==> src/rtl/wide_to_narrow_serializer.sv <==
// Splits each WIDTH_IN-bit word from an upstream FIFO into WIDTH_IN/WIDTH_OUT beats
// on a valid/ready output, with zero-bubble reload of the next word on the last beat.
module wide_to_narrow_serializer #(
  parameter int unsigned WIDTH_IN  = 32,
  parameter int unsigned WIDTH_OUT = 8,
  parameter bit          LSB_FIRST = 1'b1
) (
  input  logic                 clk_i,
  input  logic                 reset_i,
  input  logic [WIDTH_IN-1:0]  data_i,
  input  logic                 v_i,
  output logic                 yumi_o,
  output logic [WIDTH_OUT-1:0] data_o,
  output logic                 v_o,
  output logic                 last_o,
  input  logic                 ready_i
);

  localparam int unsigned N    = WIDTH_IN / WIDTH_OUT;
  localparam int unsigned CntW = (N > 1) ? $clog2(N) : 1;
  localparam logic [CntW-1:0] CntMax = CntW'(N - 1);

  if ((WIDTH_OUT == 0) || (WIDTH_IN % WIDTH_OUT != 0) || (N < 2)) begin : g_bad_params
    $error("wide_to_narrow_serializer: WIDTH_IN must be a multiple >= 2 of WIDTH_OUT");
  end

  typedef enum logic {StIdle, StBusy} state_e;

  state_e              state_q;
  logic [CntW-1:0]     cnt_q;
  logic [WIDTH_IN-1:0] hold_q;

  logic            at_last;
  logic [CntW-1:0] sel;

  assign at_last = (cnt_q == CntMax);

  // Reload on the final beat only when it actually transfers; never during reset.
  assign yumi_o = ~reset_i & v_i & ((state_q == StIdle) | (ready_i & at_last));

  assign v_o    = (state_q == StBusy);
  assign last_o = v_o & at_last;
  assign sel    = LSB_FIRST ? cnt_q : (CntMax - cnt_q);

  always_comb begin
    data_o = '0;
    if (v_o) begin
      for (int i = 0; i < int'(N); i++) begin
        if (sel == CntW'(i)) data_o = hold_q[i*WIDTH_OUT +: WIDTH_OUT];
      end
    end
  end

  always_ff @(posedge clk_i) begin
    if (reset_i) begin
      state_q <= StIdle;
      cnt_q   <= '0;
      hold_q  <= '0;
    end else if (yumi_o) begin
      state_q <= StBusy;
      cnt_q   <= '0;
      hold_q  <= data_i;
    end else if ((state_q == StBusy) && ready_i) begin
      if (at_last) begin
        state_q <= StIdle;
        cnt_q   <= '0;
      end else begin
        cnt_q <= cnt_q + 1'b1;
      end
    end
  end

endmodule

==> config.mk <==
export PLATFORM = sky130hd
export DESIGN_NAME = wide_to_narrow_serializer
export DESIGN_NICKNAME = d
export VERILOG_FILES = /design/src/rtl/wide_to_narrow_serializer.sv
export SDC_FILE = /design/constraint.sdc
export NUM_CORES = 1
export LEC_CHECK = 0
export CORE_MARGIN = 4
export CORE_UTILIZATION = 48
export CTS_CLUSTER_SIZE = 14
export DETAILED_ROUTE_END_ITERATION = 7
export PLACE_DENSITY = 0.86
export SYNTH_ARGS = -nofsm -noshare
export SYNTH_HDL_FRONTEND = slang
export SYNTH_SLANG_ARGS = --single-unit
==> constraint.sdc <==
create_clock -name clk_i -period 2.42 [get_ports clk_i]
set_input_delay 0.242 -clock clk_i [delete_from_list [all_inputs] [get_ports clk_i]]
set_output_delay 0.242 -clock clk_i [all_outputs]
set_load 0.02 [all_outputs]
Word level (Yosys, flattened, before mapping)
Cells that the tools add are included.
{"block": "op_classes", "n_mux": 9, "bitwise_logic": 7, "eq_ne": 3, "addsub": 1, "reduce_logical": 6}
{"op": "8-bit two-way mux", "n": 5}
{"op": "1-bit AND", "n": 4}
{"op": "2-bit equality test (second input constant)", "n": 2}
{"op": "2-bit nonzero test", "n": 2}
{"op": "1-bit two-way mux", "n": 3}
{"op": "2-bit by 1-bit adder with 2-bit output (second input constant)", "n": 1}
{"op": "2-bit by 1-bit equality test with 1-bit output (second input constant)", "n": 1}
{"op": "2-bit logical NOT", "n": 1}
{"op": "2-bit two-way mux", "n": 1}
{"op": "1-bit inverter", "n": 2}
{"op": "2-bit AND reduction", "n": 1}
{"op": "2-bit OR reduction", "n": 1}
{"op": "1-bit logical AND", "n": 1}
{"op": "1-bit bitwise OR", "n": 1}
{"block": "totals", "wordCells": 29, "in_bits": 36, "register_bits": 35, "out_inout_bits": 11}

Depth between registers and ports, before layout
{"block": "logic_depth", "word_depth": 6, "depth_mapped": 7}

Worst setup path after synthesis
No wires, ideal clock.
{"block": "synth_path", "path_type": "reg2out", "from": "register cnt_q[1]", "to": "output data_o[6]", "arrival_ns": 1.656, "path_stages_with_launch": 8, "slack_ns": 0.522, "path_cell_list": "dfxtp_1 > inv_1 > ha_1 > buf_2 > nor2b_1 > buf_2 > a221oi_1 > o31ai_1"}
{"block": "synth_between", "elab_chain_len": 6, "elab_cells_between_ends": 9, "classes_between": "eq/ne (3); mux (5); reduce/logical (1)"}
{"item": "start: declaration", "line_no": "30", "source": "logic [CntW-1:0] cnt_q;"}
{"item": "start signal: assignment", "line_no": "68", "source": "cnt_q <= cnt_q + 1'b1;"}
{"item": "2-bit logical NOT", "line_no": "49", "source": "if (sel == CntW'(i)) data_o = hold_q[i*WIDTH_OUT +: WIDTH_OUT];"}
{"item": "8-bit two-way mux (3 in a row)", "line_no": "49"}
{"item": "8-bit two-way mux *", "line_no": "49"}
{"item": "8-bit two-way mux *", "line_no": "47", "source": "if (v_o) begin"}
{"item": "end: declaration", "line_no": "13", "source": "output logic [WIDTH_OUT-1:0] data_o,"}
Mark *: on every way between the ends. The rest lies on a longest branch, timed or not.

Worst setup path after layout
{"block": "layout_path", "from": "register cnt_q[0]", "to": "output data_o[1]"}
The elaborated chain is that of the path after synthesis.

==> run_results.csv <==
group,metric,value,unit
grt,antenna_found_initial,0,
cts,clock-root-buffer,"clkbuf_4",
setup_path,reg2reg_depth,6,
power_and_ir_drop,pwr-share-seq,0.520,
setup_path,crit_slowest_cell,"dfxtp_1",
yosys,ys_top_cells_by_area,"dfxtp_1 (48%), a22o_1 (19%), a221oi_1 (4.8%), o31ai_1 (4.1%), nor2b_1 (3.9%)",
flow_run,max-cap-violations,0,
grt,grt_pass1_vias,1243,
cts,path_clk_slew,100,ps
timing,max_freq,442,MHz
timing,min_period,2260,ps
power_and_ir_drop,power_density,619,nW/um^2
power_and_ir_drop,leakage,0.000805,uW
floorplanning,io_pins,47,
power_and_ir_drop,ir_drop,0.484,mV
yosys,synthCells,134,
grt,grt_usage,0.192,
power_and_ir_drop,p_sw_frac,0.236,
cts,ctsHoldBuffers,0,
yosys,ys_seq_area_frac,0.482,
cells_and_area,syn2layout_area_growth,35.4,%
worst_hold_path,hold_path.class,"reg -> reg",
drt,dr.pass1.iters,5,
drt,via_per_inst,6.00,
timing,setup_viol,0,
floorplanning,core.rowCount,19,
setup_path,rr_startpoint,"cnt_q[0]",
setup_path,crit_end,"data_o[1]",
setup_path,crit_path_max_fanout,8,
timing,rsz0062_at_grt,"false",
timing,finalCritPeriodShare,0.935,
setup_path,cp-startpoint,"cnt_q[0]",
grt,grt_max_degree,35,
cts,tritoncts,"yes",
cts,cts_buffer_depth,2,
drt,wl_per_cell,17.6,um
cts,clk_latency,320,ps
grt,grt_pass1_wl,6.03,mm
timing,fin_worst_skew,0.727,ps
yosys,synth_warnings,0,
timing,whs,491,ps
cts,post_cts_buffers,0,
grt,grt-ovfl-total,0,
run_status,status,"completed",
timing,hold_viol_final,0,
setup_path,required,2180,ps
cells_and_area,layout_common_cells,"clkdlybuf4s50_1 (38), dfxtp_1 (35), a22o_1 (32)",
floorplanning,core,2830,um^2
yosys,ys_types,25,
floorplanning,initial_core_util,0.514,
timing,tns,0,ps
floorplanning,die_y,63.0,um
power_and_ir_drop,p_switching,288,uW
timing,worstMarginPinSlew,482,ps
yosys,syn_nets,174,
yosys,synth_top_area_frac,0.482,
yosys,ys_ff_latch,35,
drt,ant_nets,0,
cells_and_area,antennaDiodeCount,0,
cells_and_area,drive_above_1_share,0.127,
setup_path,r2r_slack,730,ps
drt,drc_errors,0,
setup_path,endpoint_kind,"output port",
cts,cts_buffers,5,
yosys,yosys.area.top_type,"dfxtp_1",
cells_and_area,nets,220,
cts,htreeDepth,2,
power_and_ir_drop,clkPwrFrac,0.336,
floorplanning,fp.dieW,63.0,um
power_and_ir_drop,p_int,930,uW
yosys,synth_area,1450,um^2
drt,detail_route.iter0.violations,62,
cells_and_area,mostFrequentLayoutCell,"clkdlybuf4s50_1",
setup_path,max_stage_delay,420,ps
placement,portBuffers,46,
power_and_ir_drop,comb_power_share,0.145,
placement,gp_congestion,0.874,
timing,maxSlewViolCount,0,
setup_path,critical_path_class,"reg -> out",
floorplanning,die_area,3970,um^2
placement,dp_hpwl,2.73,mm
timing,slew_headroom,0.679,
setup_path,cp_cell_sequence,"inv_1 -> ha_1 -> nor2b_1 -> buf_4 -> a221oi_1 -> o31ai_1 -> dlygate4sd1_1",
setup_path,arrival,2020,ps
drt,wirelength,3.74,mm
setup_path,critPathLaunchType,"flop",
cts,cts.sinks,35,
drt,vias,1271,
cts,cts_resized,8,
yosys,syn_avg_cell_area,10.8,um^2
setup_path,timing.rr.end,"hold_q[16]",
==> cells by family (layout without fill, tap and decap cells) <==
logic type,Yosys count,in the layout,synth area share
compound gates,51,51,0.307
simple gates,27,27,0.103
flops,35,35,0.482
mux,1,1,0.00688
fa+ha+maj,4,4,0.0344
buf+inv,16,63,0.0663
==> synthesized netlist by cell type <==
master    number
buf_2          5
nand3_1        9
a221oi_1       8
dfxtp_1       35
and2_1         1
nand2b_1       1
nor2b_1        9
clkbuf_1       2
buf_1          1
inv_2          1
nand2_1        2
o31ai_1        8
nor3_2         1
mux2i_1        1
buf_4          1
nor2_1         3
a21boi_1       1
a21boi_4       1
inv_1          2
and2b_1        1
ha_1           4
clkbuf_4       1
o21ba_1        1
buf_6          3
a22o_1        32
==> layer usage <==
metal | up-vias | track usage | routed length [um]
met3 | 6 | 0.0701 | 284
li1 | 599 | - | -
met5 | - | 0 | 0
met2 | 61 | 0.294 | 1730
met4 | 0 | 0.0689 | 61
met1 | 605 | 0.245 | 1660
==> critical path, delay by kind of cell (launching register included) <==
kind,cells,cell delay (ps)
buffers and inverters,3,550
flip-flops,1,420
AO/OA/AOI/OAI,2,410
adder cells (fa/ha/maj),1,190
AND/OR/NAND/NOR,1,130
==> flip-flops by register name, summed over array words and instances, names as in the netlist <==
signal,flops
hold_q,32
cnt_q,2
v_o,1
==> metrics by stage <==
stage	std cells	area, um^2	setup WS (ps)	total power [uW]	util
detailed placement	204	1920	160	824	0.678
floorplan	134	1450	522	732	-
global route	212	1970	0.202	1280	0.696
global placement	204	1920	257	817	0.678
CTS	212	1990	89.8	1230	0.704
finish	212	1970	158	1220	0.696
==> area by class of cell <==
class | instances | area (um^2)
multi-input cells | 83 | 663
flip-flops and latches | 35 | 701
clock inverters | 3 | 43.8
inverters | 3 | 11.3
clock buffers | 5 | 37.5
well taps | 31 | 38.8
repair buffers | 52 | 473
fillers | 214 | 861
==> power by group through the flow <==
stage	combinational [uW]	sequential (uW)	clock, uW
final	176	633	409
after global routing	188	637	450
after CTS	177	633	416
after detailed placement	179	645	0
after global placement	172	645	0
after floorplan	92.7	639	0
==> worst min-delay path by stage <==
| stage | slack [ps] | cells after the start | to | start |
|---|---|---|---|---|
| finish | 490 | 1 | hold_q[19] | hold_q[19] |
| global route | 490 | 2 | hold_q[9] | data_i[9] |
| CTS | 490 | 1 | hold_q[21] | hold_q[21] |
| detailed placement | 460 | 1 | hold_q[23] | hold_q[23] |
| global placement | 460 | 1 | hold_q[23] | hold_q[23] |
| floorplan | 310 | 1 | v_o | reset_i |
(Power assumes the default switching activity.)
